--- src/rtl/led_arbiter.sv ---
// led_arbiter: shares the board LED bank between NUM_REQ on-chip requesters.
// Each accepted request is shown for HOLD_CYCLES clocks; when nothing is being
// shown the LEDs mirror the switch bank with one cycle of latency.
//
// Handshake: a transfer happens in any cycle where req_valid[i] and
// req_ready[i] are both high. req_ready is combinational, one-hot, and only
// raised for the round-robin winner while the accept window is open. A
// requester holds valid and data stable until it sees ready; dropping valid
// earlier withdraws the request.
module led_arbiter #(
  parameter int NUM_REQ     = 3,
  parameter int LED_W       = 8,
  parameter int HOLD_CYCLES = 100000000
) (
  input  logic                       clk_100_in,
  input  logic                       rst_in,
  input  logic [LED_W-1:0]           sw,
  input  logic [NUM_REQ-1:0]         req_valid,
  input  logic [NUM_REQ*LED_W-1:0]   req_data,
  output logic [NUM_REQ-1:0]         req_ready,
  output logic [LED_W-1:0]           led,
  output logic                       busy,
  output logic [$clog2(NUM_REQ)-1:0] grant_id,
  output logic                       state_dbg
);

  localparam int IW = $clog2(NUM_REQ);
  localparam int CW = $clog2(HOLD_CYCLES + 1);
  localparam logic [CW-1:0] HOLD_LOAD = CW'(HOLD_CYCLES - 1);
  localparam logic [IW-1:0] LAST_RST  = IW'(NUM_REQ - 1);

  typedef enum logic {IDLE = 1'b0, SHOW = 1'b1} state_t;

  state_t            state_q, state_d;
  logic [CW-1:0]     count_q, count_d;
  logic [IW-1:0]     last_q, last_d;
  logic [IW-1:0]     grant_q, grant_d;
  logic [LED_W-1:0]  led_q, led_d;
  logic              busy_q, busy_d;

  logic [LED_W-1:0]  data_arr [NUM_REQ];
  logic              accept_ok;
  logic              found;
  logic [IW-1:0]     winner;
  logic              take;
  int                rr_idx;

  // Split the flat request data bus into one word per requester.
  always_comb begin
    for (int i = 0; i < NUM_REQ; i++) begin
      data_arr[i] = req_data[i*LED_W +: LED_W];
    end
  end

  // Round-robin search: first valid index after last, wrapping around.
  always_comb begin
    found  = 1'b0;
    winner = '0;
    rr_idx = 0;
    for (int k = 1; k <= NUM_REQ; k++) begin
      rr_idx = int'(last_q) + k;
      if (rr_idx >= NUM_REQ) rr_idx = rr_idx - NUM_REQ;
      if (!found && req_valid[IW'(rr_idx)]) begin
        found  = 1'b1;
        winner = IW'(rr_idx);
      end
    end
  end

  // Accept window: always in IDLE, in SHOW only on the final hold cycle so
  // back-to-back grants follow without a switch-mirror gap. Closed in reset.
  always_comb begin
    accept_ok = !rst_in && ((state_q == IDLE) || (count_q == '0));
    take      = accept_ok && found;
    req_ready = '0;
    if (take) req_ready[winner] = 1'b1;
  end

  // Next-state and datapath update.
  always_comb begin
    state_d = state_q;
    count_d = count_q;
    last_d  = last_q;
    grant_d = grant_q;
    led_d   = led_q;
    busy_d  = busy_q;
    if (take) begin
      led_d   = data_arr[winner];
      grant_d = winner;
      last_d  = winner;
      busy_d  = 1'b1;
      count_d = HOLD_LOAD;
      state_d = SHOW;
    end else begin
      case (state_q)
        IDLE: begin
          led_d = sw;
        end
        SHOW: begin
          if (count_q == '0) begin
            state_d = IDLE;
            busy_d  = 1'b0;
            led_d   = sw;
          end else begin
            count_d = count_q - CW'(1);
          end
        end
        default: begin
          state_d = IDLE;
        end
      endcase
    end
  end

  // State and datapath registers with synchronous reset.
  always_ff @(posedge clk_100_in) begin
    if (rst_in) begin
      state_q <= IDLE;
      count_q <= '0;
      last_q  <= LAST_RST;
      grant_q <= '0;
      led_q   <= '0;
      busy_q  <= 1'b0;
    end else begin
      state_q <= state_d;
      count_q <= count_d;
      last_q  <= last_d;
      grant_q <= grant_d;
      led_q   <= led_d;
      busy_q  <= busy_d;
    end
  end

  assign led       = led_q;
  assign busy      = busy_q;
  assign grant_id  = grant_q;
  assign state_dbg = state_q;

endmodule

--- config.mk ---
export PLATFORM = sky130hd
export DESIGN_NAME = led_arbiter
export DESIGN_NICKNAME = d
export VERILOG_FILES = /design/src/rtl/led_arbiter.sv
export SDC_FILE = /design/constraint.sdc
export NUM_CORES = 1
export LEC_CHECK = 0
export CAP_MARGIN = 20
export CORE_MARGIN = 1
export CORE_UTILIZATION = 45
export CTS_CLUSTER_DIAMETER = 60
export DETAILED_ROUTE_END_ITERATION = 8
export PLACE_DENSITY = 0.72
export SYNTH_ARGS = -nofsm -noshare
export SYNTH_HDL_FRONTEND = slang
export SYNTH_SLANG_ARGS = --single-unit
export TNS_END_PERCENT = 5
--- constraint.sdc ---
create_clock -name clk_100_in -period 4.21 [get_ports clk_100_in]
set_input_delay 0.6315 -clock clk_100_in [delete_from_list [all_inputs] [get_ports clk_100_in]]
set_output_delay 0.6315 -clock clk_100_in [all_outputs]
set_load 0.05 [all_outputs]
==> impl_metrics.csv <==
group,metric,value,unit
critical_path,critical_path.cell_chain,"inv_1 -> ha_1 -> or3b_2 -> or4_1 -> o21ai_2 -> nand2_1 -> nor2_1 -> buf_12",
drt,drt_via_density,5.976,
critical_path,rr_endpoint,"count_q[2]$_SDFFE_PP0P_",
cells_and_area,finish.instance_area,3109,sq um
cells_and_area,filler_cell_count,483,
cells_and_area,syn_to_final_growth,28.03,%
critical_path,ff2ff_path_depth,8,
synthesis,synth_sequential_area_ratio,0.3297,
min_path,hold_depth,2,
drt,drt-wirelength-per-cell,15.65,um
global_routing,grt_antenna_before_repair,0,
synthesis,yosysWarnings,0,
placement,io_buffers,51,
cells_and_area,mostFrequentLayoutCell,"clkdlybuf4s50_1",
synthesis,postSynth.asyncResetShare,0,
cts,numClockSinks,40,
floorplan,die_x,75.47,um
power_and_ir_drop,static-leakage-power,1.136,nW
synthesis,ys_seq_elements,40,
min_path,holdCritPathClass,"reg -> reg",
cts,cts_buffers,5,
sta,setup_total_negative_slack,0,ns
global_routing,grt_overflow,0,
drt,first_iter_violations,185,
cts,clk_pin_slew,0.08,ns
cells_and_area,antenna-diode-count,0,
placement,place.gp.congestion,0.9075,
power_and_ir_drop,p_total,0.002152,W
cts,hold_buffers_post_cts,0,
sta,timing.final.crit_period,3.845,ns
drt,met2_length,3049,um
cts,depth_of_the_cts_h_tree,2,
cts,cts-root-to-sink-buffers,2,
critical_path,criticalPathCategory,"reg -> out",
flow_run,maxCapViolCount,0,
floorplan,floorplan.die_area,5695,sq um
sta,fin_crit_sh,0.9132,
synthesis,synth_area_leaders,"dfxtp_1, nor2_1, o211ai_1, a221oi_1, a211oi_1",
cells_and_area,layout-drive-gt1-share,0.08187,
floorplan,die-height,75.47,um
floorplan,start_util,0.4725,
synthesis,synthesis.area,2429,sq um
critical_path,worstSetupEndpointType,"output pin",
critical_path,timing.critical_path.slowest_cell_delay,0.67,ns
cells_and_area,layout_common_cells,"clkdlybuf4s50_1, dfxtp_1, nor2_1",
sta,final-max-slew-violation-count,0,
cells_and_area,final_core_utilization,0.6049,
drt,route.antenna.remaining_nets,0,
synthesis,netlist.top_cell.by_area,"dfxtp_1",
global_routing,grt_first_pass_wirelength,10240,um
cells_and_area,layout.nets,382,
sta,finClkSkew,0.005232,ns
critical_path,cpMaxStageDelayCell,"or4_1",
power_and_ir_drop,vdd_ir_drop_max,0.3183,mV
critical_path,timing.critical_path.fanout_max,9,
critical_path,crit_required,3.58,ns
cts,clock_tree_from_tritoncts,"built",
drt,vias,2462,
global_routing,grt_max_degree,34,
cts,worstSkewPairLatency,0.29,ns
global_routing,groute.usage.overall,0.2372,
synthesis,post_synth_inst_count,298,
synthesis,synth_fp_nets,339,
critical_path,arrival,3.21,ns
cells_and_area,multi_input_area,1489,sq um
sta,final-setup-viol-count,0,
cts,clock-root-buffer,"clkbuf_8",
synthesis,synth_cell_type_count,54,
power_and_ir_drop,pwr_density_cell,692.1,nW/um^2
critical_path,worst_reg_to_reg_setup_slack,1.04,ns
sta,tightestPinTransition,0.7926,ns
global_routing,first_global_vias,2168,
critical_path,start_kind,"flop",
sta,number_of_endpoints_with_negative_hold_slack_in_the_final_report,0,
sta,relSlewSlack,0.4667,
drt,routedLengthMet1,2933,um
drt,route.top_layer_used,"met4",
floorplan,floorplan.io_pins,52,
drt,met3RoutedLength,399,um
sta,fmax,0.2601,GHz
synthesis,synth_top_area_share,0.3297,
synthesis,syn_area_per_cell,8.150,sq um
sta,timing.hold.ws,0.4706,ns
min_path,holdCritStartpoint,"busy$_SDFFE_PP0P_",
placement,half_perimeter_wire_length_after_placement,4535,um
floorplan,fp-row-count,26,
sta,grt_setup_unrepaired,"no",
placement,dpl_cell_area,3012,sq um
synthesis,dominantRegCellSynth,"dfxtp_1",
drt,drt_drc_violations_left,0,
synthesis,number_of_flops_mapped_to_enable_cells_by_yosys,0,
cells_and_area,final-seq-area,800.8,sq um
cts,cts.repair.resized,0,
critical_path,timing.rr.start,"count_q[0]$_SDFFE_PP0P_",
cts,post-cts-setup-buffer-count,0,
floorplan,placeableCoreArea,5140,sq um
min_path,hold_path_end,"busy$_SDFFE_PP0P_",
drt,first_pass_iters,6,
drt,wirelength,6449,um
status,status,"completed",
## synth_stat cells, types with 5 or more instances
master	instances
nor3_1	15
nor2_1	30
a31oi_1	8
a221oi_1	9
nand2_1	8
or4_1	8
o211ai_1	12
clkbuf_1	14
xor2_1	6
o21a_1	6
a21boi_0	9
or3_1	5
nand4_1	5
dfxtp_1	40
buf_2	6
a211oi_1	10
inv_1	12
a21oi_1	8
nor4_1	8
and3_1	12
o21ai_0	6
## cell families after synthesis
| logic type | share of synthesized area |
|---|---|
| muxes | 0.03503 |
| buffers and inverters | 0.05719 |
| DFF | 0.3297 |
| AOI/OAI and AO/OA | 0.2834 |
| and+or+nand+nor | 0.2452 |
| adders and majority gates | 0.02061 |
| xor gates and xnor gates | 0.02885 |
## where the power goes
part	internal (W)	switching (W)	leakage, nW
combinational	0.000481	0.000748	0.761
clock	0.000133	0.000144	0.0434
sequential	0.000510	0.000136	0.331
total	0.00112	0.00103	1.14
## stage by stage
| stage | worst slack [ns] | instances |
|---|---|---|
| final | 0.3653 | 412 |
| after global routing | 0.1340 | 412 |
| after CTS | 0.3620 | 412 |
| after detailed placement | 0.6963 | 404 |
| after global placement | 0.7302 | 404 |
| after floorplan | 0.4790 | 298 |
## area by class of cell
class                      instances  share of cell area
multi-input combinational        224              0.4789
sequential                        40              0.2575
timing repair buffer              57              0.1883
tap                               70             0.02817
clock buffer                       6             0.02656
inverter                          13             0.01569
clock inverter                     2            0.004829
## how the worst max path moves through the flow
| stage | from | to | slack (ns) | depth (start not counted) |
|---|---|---|---|---|
| final | count_q[0]$_SDFFE_PP0P_ | req_ready[1] | 0.37 | 8 |
| after global routing | count_q[0]$_SDFFE_PP0P_ | req_ready[1] | 0.13 | 8 |
| after CTS | count_q[0]$_SDFFE_PP0P_ | req_ready[1] | 0.36 | 8 |
| after detailed placement | count_q[0]$_SDFFE_PP0P_ | req_ready[1] | 0.70 | 8 |
| after global placement | count_q[0]$_SDFFE_PP0P_ | req_ready[1] | 0.73 | 8 |
| after floorplan | last_q[0]$_SDFFE_PP0P_ | req_ready[0] | 0.48 | 8 |
## sequential cells by signal, summed over array words and instances (netlist names)
signal,cells
busy,1
state_dbg,1
grant_id,1
led,8
count_q,27
last_q,2
## worst max-delay path, delay by kind of cell (launching register included)
kind                       cells  cell delay (ns)
and+or+nand+nor                4             1.74
AOI/OAI and AO/OA              1             0.39
DFF                            1             0.35
buffers and inverters          2             0.24
adders and majority gates      1             0.20
## routing by layer
| metal | global-route usage | vias to the layer above |
|---|---|---|
| li1 | - | 1224 |
| met1 | 0.3049 | 1145 |
| met2 | 0.3988 | 85 |
| met3 | 0.05952 | 8 |
| met4 | 0.05761 | 0 |
| met5 | 0 | - |
Power figures use the tool's default switching activity.
